===== config.mk =====
export PLATFORM = sky130hd
export DESIGN_NAME = stopwatch_time_counter_flat
export DESIGN_NICKNAME = d
export VERILOG_FILES = /design/src/rtl/stopwatch_time_counter_pkg.sv /design/src/rtl/stopwatch_time_counter_if.sv /design/src/rtl/stopwatch_time_counter_mod_counter.sv /design/src/rtl/stopwatch_time_counter.sv /design/src/flat_wrapper.sv
export SDC_FILE = /design/constraint.sdc
export NUM_CORES = 1
export LEC_CHECK = 0
export CORE_MARGIN = 8
export CORE_UTILIZATION = 61
export DETAILED_ROUTE_END_ITERATION = 8
export HOLD_SLACK_MARGIN = 0.02
export PLACE_DENSITY = 0.79
export SYNTH_ARGS = -nofsm -noshare
export SYNTH_HDL_FRONTEND = slang
export SYNTH_SLANG_ARGS = --single-unit

===== constraint.sdc =====
create_clock -name clk -period 6.1 [get_ports clk]
set_clock_uncertainty 0.05 [all_clocks]
set_input_delay 1.22 -clock clk [delete_from_list [all_inputs] [get_ports clk]]
set_output_delay 1.22 -clock clk [all_outputs]
set_load 0.03 [all_outputs]

===== src/rtl/stopwatch_time_counter_pkg.sv =====
// Shared stopwatch definitions: status encodings, time field limits and widths.
// Latency: n/a (types and constants only).
// Backpressure: n/a.
package stopwatch_pkg;

  // Control FSM status encodings, shared with the display stage.
  typedef enum logic [1:0] {
    IDLE    = 2'b00,
    RUNNING = 2'b01,
    PAUSED  = 2'b10
  } status_e;

  localparam int SEC_MAX         = 59;
  localparam int MAX_MIN_DEFAULT = 99;
  localparam int SEC_W           = 6;
  localparam int MIN_W           = 7;

endpackage


===== src/rtl/stopwatch_time_counter_if.sv =====
// Control-in / time-out bundle between the stopwatch FSM, time counter and display.
// Latency: n/a (wiring only).
// Backpressure: none; the time outputs are free-running registered values.
// master = FSM/display side (drives enable/clear), slave = time counter.
interface stopwatch_time_counter_if;
  import stopwatch_pkg::*;

  logic             enable;
  logic             clear;
  logic [SEC_W-1:0] seconds;
  logic [MIN_W-1:0] minutes;
  logic             sec_tick;
  logic             rollover;

  modport master (
    output enable, clear,
    input  seconds, minutes, sec_tick, rollover
  );

  modport slave (
    input  enable, clear,
    output seconds, minutes, sec_tick, rollover
  );

endinterface


===== src/rtl/stopwatch_time_counter_mod_counter.sv =====
// Modulo-MODULUS up-counter with synchronous clear; wrap flags the last increment.
// Latency: count updates one edge after inc; wrap is combinational from inc/count.
// Backpressure: none; inc is accepted every cycle it is high.
// Ports: clk, rst_n (async active-low), clr (sync, beats inc), inc, count, wrap.
module mod_counter #(
  parameter int MODULUS = 60,
  parameter int W       = (MODULUS > 1) ? $clog2(MODULUS) : 1
) (
  input  logic         clk,
  input  logic         rst_n,
  input  logic         clr,
  input  logic         inc,
  output logic [W-1:0] count,
  output logic         wrap
);

  localparam logic [W-1:0] LAST = W'(MODULUS - 1);

  logic [W-1:0] r_count;

  // With MODULUS=1 the count is pinned at 0, so every inc is a wrap.
  assign wrap  = inc & (r_count == LAST);
  assign count = r_count;

  always_ff @(posedge clk or negedge rst_n) begin
    if (!rst_n) begin
      r_count <= '0;
    end else if (clr) begin
      r_count <= '0;
    end else if (inc) begin
      r_count <= wrap ? '0 : r_count + 1'b1;
    end
  end

endmodule


===== src/rtl/stopwatch_time_counter.sv =====
// Stopwatch timekeeping: prescaler -> seconds -> minutes, wraps MAX_MIN:59 to 00:00.
// Latency: all outputs registered; a second boundary shows one edge after its last enabled cycle.
// Backpressure: none; enable low simply freezes the prescaler and time.
// Ports: clk, rst_n (async active-low), bus (slave: enable/clear in, seconds/minutes/sec_tick/rollover out).
module stopwatch_time_counter
  import stopwatch_pkg::*;
#(
  parameter int TICKS_PER_SEC = 100_000_000,
  parameter int MAX_MIN       = MAX_MIN_DEFAULT
) (
  input  logic                     clk,
  input  logic                     rst_n,
  stopwatch_time_counter_if.slave  bus
);

  localparam int PRE_W = (TICKS_PER_SEC > 1) ? $clog2(TICKS_PER_SEC) : 1;

  logic [PRE_W-1:0] w_pre_count;
  logic [SEC_W-1:0] w_sec_count;
  logic [MIN_W-1:0] w_min_count;
  logic             w_pre_inc;
  logic             w_pre_wrap;
  logic             w_sec_wrap;
  logic             w_min_wrap;
  logic             w_pre_unused;
  logic             r_sec_tick;
  logic             r_rollover;

  // Clear outranks enable: gating here keeps the whole carry chain quiet
  // in a clear cycle, so no pulse can be generated alongside a clear.
  assign w_pre_inc = bus.enable & ~bus.clear;

  mod_counter #(.MODULUS(TICKS_PER_SEC), .W(PRE_W)) u_prescaler (
    .clk   (clk),
    .rst_n (rst_n),
    .clr   (bus.clear),
    .inc   (w_pre_inc),
    .count (w_pre_count),
    .wrap  (w_pre_wrap)
  );

  mod_counter #(.MODULUS(SEC_MAX + 1), .W(SEC_W)) u_seconds (
    .clk   (clk),
    .rst_n (rst_n),
    .clr   (bus.clear),
    .inc   (w_pre_wrap),
    .count (w_sec_count),
    .wrap  (w_sec_wrap)
  );

  mod_counter #(.MODULUS(MAX_MIN + 1), .W(MIN_W)) u_minutes (
    .clk   (clk),
    .rst_n (rst_n),
    .clr   (bus.clear),
    .inc   (w_sec_wrap),
    .count (w_min_count),
    .wrap  (w_min_wrap)
  );

  // The sub-second phase is internal state only; it never leaves the block.
  assign w_pre_unused = ^w_pre_count;

  // Pulses are registered on the same edge that loads the new time,
  // so sec_tick/rollover line up with the updated seconds/minutes.
  always_ff @(posedge clk or negedge rst_n) begin
    if (!rst_n) begin
      r_sec_tick <= 1'b0;
      r_rollover <= 1'b0;
    end else begin
      r_sec_tick <= w_pre_wrap;
      r_rollover <= w_min_wrap;
    end
  end

  assign bus.seconds  = w_sec_count;
  assign bus.minutes  = w_min_count;
  assign bus.sec_tick = r_sec_tick;
  assign bus.rollover = r_rollover;

endmodule


===== src/flat_wrapper.sv =====
// flat-port wrapper written by rule: the top's interface ports become plain ports
module stopwatch_time_counter_flat import stopwatch_pkg::*;
#(
  parameter int TICKS_PER_SEC = 100_000_000,
  parameter int MAX_MIN       = MAX_MIN_DEFAULT
)
  (clk, rst_n, bus_enable, bus_clear, bus_seconds, bus_minutes, bus_sec_tick, bus_rollover);
  stopwatch_time_counter_if bus_i ();
  input  logic clk;
  input  logic rst_n;
  input wire logic [$bits(bus_i.enable)-1:0] bus_enable;
  input wire logic [$bits(bus_i.clear)-1:0] bus_clear;
  output wire logic [$bits(bus_i.seconds)-1:0] bus_seconds;
  output wire logic [$bits(bus_i.minutes)-1:0] bus_minutes;
  output wire logic [$bits(bus_i.sec_tick)-1:0] bus_sec_tick;
  output wire logic [$bits(bus_i.rollover)-1:0] bus_rollover;
  assign bus_i.enable = bus_enable;
  assign bus_i.clear = bus_clear;
  assign bus_seconds = bus_i.seconds;
  assign bus_minutes = bus_i.minutes;
  assign bus_sec_tick = bus_i.sec_tick;
  assign bus_rollover = bus_i.rollover;
  stopwatch_time_counter #(.TICKS_PER_SEC(TICKS_PER_SEC), .MAX_MIN(MAX_MIN)) u_core (.clk(clk), .rst_n(rst_n), .bus(bus_i));
endmodule

==> impl_metrics.toml, run 1 <==
[power_and_ir_drop]
powerDensity_nw_per_um2 = 187.3
p_leak_nw = 0.9952
vdd.ir_drop.worst_v = 0.0001294
finalPower_uw = 480.3

[global_routing]
grt_use_total = 0.1747
grt_antenna_before_repair = 0
grt_overflow = 0
grt_max_degree = 43
grt_pass1_wl_mm = 8.680
grt_pass1_vias = 1915

[critical_path]
critPathMaxFanout = 23
required_ns = 6.27
critPathTopFamily = "simple AND/OR/NAND/NOR gates"
path_cells = "clkdlybuf4s50_1 > buf_4 > or4b_1 > or4_4 > or4_1 > or4_1 > a21oi_1"
crit_path_frequent_cell = "or4_1"
crit_arrival_ns = 4.31
crit_path_max_incr_delay_ns = 0.82
worstSetupEndpointType = "flip-flop"
critPathBufInv = 2
critPathKind = "input port to flip-flop"
crit_slowest_cell = "or4_1"
crit_path_start_kind = "input port"

[drt]
dr.pass1.iters = 4
wire_per_inst_um = 15.59
vias = 1961
viasPerCell = 6.167
drt_iter0_markers = 193
drc = 0
ant_nets = 0
wl_mm = 4.958

[sta]
hold_viol_final = 0
slew_violations = 0
setup_tns_ns = 0
min_period_ns = 4.136
period_share = 0.6780
rsz0062_at_grt = "false"
setup_viol = 0
tightest_slew_ns = 1.036
timing.final.ws_setup_ns = 1.964
fmax_ghz = 0.2418
slew_headroom = 0.3031

[yosys]
synth_seq_area_share = 0.4661
async_flop_share = 1.000
synthesis.instances = 249
synth_seq_cells = 42
yosys_warnings = 0
syn_area_per_cell_um2 = 9.055
synth_edf_count = 0
ys_types = 34
synth.cell_area_um2 = 2255
netlist.area_leader.share = 0.4661
synth_area_leaders = "dfrtp_1 47%, nor2_1 5.7%, xor2_1 5.4%"
syn_nets = 256
synth.largest_area_cell = "dfrtp_1"
synthFlopType = "dfrtp_1"

[clock_tree]
cts.clk_slew.worst_paths_ns = 0.08
root_buffer = "clkbuf_8"
cts_num_sinks = 42
clock_latency_ns = 0.29
ctsResizeCount = 0
htree_levels = 2
hold_buffers = 0
clockBufferDepth = 2
numCtsBuffers = 5
cts_tree = "done"
post_cts_buffers = 0

[placed_design]
io_buffer_count = 18
hpwlAfterDp_mm = 3.435
pre_cts_ws_ns = 1.691
gp_congestion = 0.8161
dp_cells = 310
placedInstanceArea_um2 = 2472

[finish]
nNetsFinal = 276
drive_gt1_frac = 0.05556
final_cell_area_um2 = 2564
n_antenna_cell = 0
area_growth_pct = 13.71
fillers = 284
layout.cells.non_filler = 318

[floorplanning]
die_x_um = 76.80
initial_core_util = 0.6253
die_y_um = 76.80
core_area_um2 = 3606
ios = 19
die-area_um2 = 5897
fp-row-count = 22

[hold_path]
hold_class = "flip-flop to flip-flop"

[run_status]
status = "finished, final reports clean"

[run]
cap_violations = 0
-- where the power goes --
group          switching (mW)  internal, mW  total (mW)
Combinational          0.0134       0.00420      0.0176
Clock                  0.0909        0.0913       0.182
Sequential            0.00119         0.279       0.281
-- cells in the mapped netlist (2+ instances only) --
library cell / count
or2_2: 2
and4_1: 2
inv_1: 5
buf_2: 2
nor2b_1: 4
o21ai_0: 7
or4b_1: 2
clkbuf_1: 4
o2111ai_1: 2
nand4b_1: 4
or3_1: 4
nor4_1: 7
a21oi_1: 14
nor2_1: 34
or4_1: 5
a31oi_1: 5
xnor2_1: 6
and2_1: 4
nand2_1: 21
xor2_1: 14
nand4_1: 14
ha_1: 3
dfrtp_1: 42
and3_1: 5
nand3_1: 19
a31o_2: 2
o31ai_1: 4
nor3_1: 6
-- worst paths after layout --
kind / from / to / slack, ns / cells past startpoint
setup / recovery: bus_clear / u_core.u_minutes.count[5]$_DFFE_PN0P_ / 1.96 / 7
hold / removal: u_core.u_prescaler.count[23]$_DFFE_PN0P_ / u_core.u_prescaler.count[23]$_DFFE_PN0P_ / 0.48 / 1
setup reg to reg: u_core.u_prescaler.count[12]$_DFFE_PN0P_ / u_core.u_minutes.count[5]$_DFFE_PN0P_ / 2.91 / 5
hold reg to reg: u_core.u_prescaler.count[23]$_DFFE_PN0P_ / u_core.u_prescaler.count[23]$_DFFE_PN0P_ / 0.48 / 1
max in group asynchronous: rst_n / u_core.u_prescaler.count[15]$_DFFE_PN0P_ / 4.42 / 1
min in group asynchronous: rst_n / u_core.u_seconds.count[1]$_DFFE_PN0P_ / 1.01 / 1
-- stage by stage --
step | util | hold slack [ns]
floorplan | - | 0.4140
global placement | 0.6856 | 0.4584
detailed placement | 0.6856 | 0.4593
CTS | 0.7110 | 0.4723
global route | 0.7110 | 0.5080
finish | 0.7110 | 0.4781
-- layout make-up --
cell class	instances	area [µm²]	area share
Sequential cell	42	1051	0.4100
Inverter	5	18.77	0.007321
Timing Repair Buffer	20	190.2	0.07418
Clock inverter	1	5.005	0.001952
Clock buffer	7	86.33	0.03367
Multi-Input combinational cell	195	1152	0.4495
Tap cell	48	60.06	0.02343
-- cell families (layout without fill, tap and decap cells) --
logic type | count (synthesis) | count (layout) | share of synthesized area
and+or+nand+nor | 136 | 136 | 0.3191
DFF | 42 | 42 | 0.4661
AOI/OAI and AO/OA | 36 | 36 | 0.09767
xor gates and xnor gates | 20 | 20 | 0.07769
buffers and inverters | 12 | 33 | 0.02275
adders and majority gates | 3 | 3 | 0.01665
-- cells in the final DEF, fill, tap and decap left out, drive strengths merged, types with 4 or more instances in the layout --
cell / instances
a21oi: 14
a31oi: 5
and2: 4
and3: 5
clkbuf: 7
clkdlybuf4s50: 17
dfrtp: 42
inv: 5
nand2: 21
nand3: 19
nand4: 14
nand4b: 4
nor2: 34
nor2b: 4
nor3: 6
nor4: 7
o21ai: 7
o31ai: 4
or3: 4
or4: 6
xnor2: 6
xor2: 14
-- layer usage --
| layer | wire length (µm) | vias to the layer above | part of all wire | global-route usage |
|---|---|---|---|---|
| li1 | - | 951 | - | - |
| met1 | 2342 | 943 | 0.47 | 0.2287 |
| met2 | 2262 | 59 | 0.46 | 0.2727 |
| met3 | 286 | 8 | 0.058 | 0.03263 |
| met4 | 66 | 0 | 0.013 | 0.07885 |
| met5 | 0 | - | 0 | 0 |
-- sequential cells by signal, summed over array words and instances (netlist names) --
register	flops
u_core.u_prescaler.count	27
u_core.u_minutes.count	7
u_core.u_seconds.count	6
u_core.bus.rollover	1
u_core.bus.sec_tick	1
No activity file was read; power rests on OpenSTA's default activity.
==> run 2, diff against run 1 <==
--- a/config.mk
+++ b/config.mk
@@ -6,10 +6,10 @@
 export NUM_CORES = 1
 export LEC_CHECK = 0
 export CORE_MARGIN = 8
-export CORE_UTILIZATION = 61
+export CORE_UTILIZATION = 57
 export DETAILED_ROUTE_END_ITERATION = 8
 export HOLD_SLACK_MARGIN = 0.02
-export PLACE_DENSITY = 0.79
+export PLACE_DENSITY = 0.75
 export SYNTH_ARGS = -nofsm -noshare
 export SYNTH_HDL_FRONTEND = slang
 export SYNTH_SLANG_ARGS = --single-unit
==> constraint.sdc (replaced) <==
create_clock -name clk -period 4 [get_ports clk]
set_clock_uncertainty 0.05 [all_clocks]
set_input_delay 0.8 -clock clk [delete_from_list [all_inputs] [get_ports clk]]
set_output_delay 0.8 -clock clk [all_outputs]
set_load 0.03 [all_outputs]
==> impl_metrics.toml, run 2 (synthesis results as in run 1) <==
[placed_design]
hpwlAfterDp_mm = 3.472
pre_cts_ws_ns = 0.2277
dp_cells = 314
gp_congestion = 0.8577
placedInstanceArea_um2 = 2490
io_buffer_count = 18

[drt]
wl_mm = 4.992
wire_per_inst_um = 15.50
ant_nets = 0
vias = 1959
dr.pass1.iters = 4
drt_iter0_markers = 117
viasPerCell = 6.084
drc = 0

[global_routing]
grt_overflow = 0
grt_pass1_vias = 1880
grt_max_degree = 43
grt_antenna_before_repair = 0
grt_use_total = 0.1632
grt_pass1_wl_mm = 8.245

[power_and_ir_drop]
finalPower_uw = 770.7
vdd.ir_drop.worst_v = 0.0002186
p_leak_nw = 1.014
powerDensity_nw_per_um2 = 296.4

[sta]
rsz0062_at_grt = "false"
period_share = 0.8710
timing.final.ws_setup_ns = 0.5161
slew_headroom = 0.3744
holdWs_ns = 0.4871
tightest_slew_ns = 0.9298
slew_violations = 0
min_period_ns = 3.484
setup_tns_ns = 0
fmax_ghz = 0.2870
setup_viol = 0
hold_viol_final = 0

[finish]
fillers = 353
largest_reg_flops = 27
final_cell_mix = "42 x dfrtp_1, 34 x nor2_1, 21 x nand2_1"
layout.cells.non_filler = 322
mostFrequentLayoutCell = "dfrtp_1"
final_cell_area_um2 = 2600
seq_area_um2 = 1051
n_antenna_cell = 0
utilization = 0.6643
nNetsFinal = 278
drive_gt1_frac = 0.06618
area_growth_pct = 15.32
multi_input_area_um2 = 1152

[critical_path]
crit_arrival_ns = 3.66
worstSetupEndpointType = "flip-flop"
critPathTopFamily = "simple AND/OR/NAND/NOR gates"
crit_path_max_incr_delay_ns = 0.79
crit_path_frequent_cell = "or4_1"
required_ns = 4.17
r2r_cells = 5
critPathKind = "input port to flip-flop"
r2r_start = "u_core.u_prescaler.count[12]$_DFFE_PN0P_"
crit_path_start_kind = "input port"
critPathMaxFanout = 16
path_cells = "clkdlybuf4s50_1 > or4b_1 > or4_4 > or4_1 > or4_1 > a21oi_1"
r2r_end = "u_core.u_minutes.count[5]$_DFFE_PN0P_"
crit_slowest_cell = "or4_1"
critPathBufInv = 1
rrSetupSlack_ns = 0.87
cp.depth = 6

[floorplanning]
die-area_um2 = 6224
initial_core_util = 0.5761
ios = 19
fp-row-count = 23
die_y_um = 78.90
die_x_um = 78.90
core_area_um2 = 3914

[clock_tree]
numCtsBuffers = 5
root_buffer = "clkbuf_8"
clockBufferDepth = 2
cts_num_sinks = 42
cts.clk_slew.worst_paths_ns = 0.08
hold_buffers = 0
clock_latency_ns = 0.29
ctsResizeCount = 0
cts_tree = "done"
htree_levels = 2
post_cts_buffers = 0

[hold_path]
hold_class = "flip-flop to flip-flop"
holdPathEnd = "u_core.u_prescaler.count[1]$_DFFE_PN0P_"
min-delay-start = "u_core.u_prescaler.count[1]$_DFFE_PN0P_"
hold_path_depth = 1

[run_status]
status = "finished, final reports clean"

[run]
cap_violations = 0
## run 2: cell types whose count changed in the layout (fill, tap and decap cells not counted), sizes merged
cell	before	now
buf	3	5
clkbuf	7	8
clkinv	1	0
## run 2: worst max path at each step
stage	slack (ns)	start	to
finish	0.52	bus_clear	u_core.u_minutes.count[5]$_DFFE_PN0P_
global route	0.43	bus_clear	u_core.u_minutes.count[5]$_DFFE_PN0P_
CTS	0.54	bus_clear	u_core.u_minutes.count[5]$_DFFE_PN0P_
detailed placement	0.23	bus_clear	u_core.u_minutes.count[5]$_DFFE_PN0P_
global placement	0.30	bus_clear	u_core.u_seconds.count[5]$_DFFE_PN0P_
floorplan	0.94	bus_clear	u_core.u_minutes.count[6]$_DFFE_PN0P_
## run 2: power by group
part / switching (mW) / internal (mW)
Sequential: 0.00176 / 0.426
Clock: 0.141 / 0.174
Combinational: 0.0210 / 0.00644
## run 2: routing by layer
layer	vias up	part of all wire	track usage
met4	0	0.016	0.05370
met3	9	0.048	0.03725
met1	949	0.44	0.1837
li1	953	-	-
met2	48	0.49	0.2966
met5	-	0	0
## run 2: area by class of cell
cell class / instances / area share
multi-input cells: 195 / 0.4432
flip-flops and latches: 42 / 0.4042
repair buffers: 22 / 0.07892
clock buffers: 8 / 0.04235
well taps: 50 / 0.02406
inverters: 5 / 0.007218
## run 2: worst reg2reg max path: stages (launching register included)
cell     delay, ns
dfrtp_1       0.46
or4b_1        0.55
or4_4         0.50
or4_1         0.79
or4_1         0.56
a21oi_1       0.15
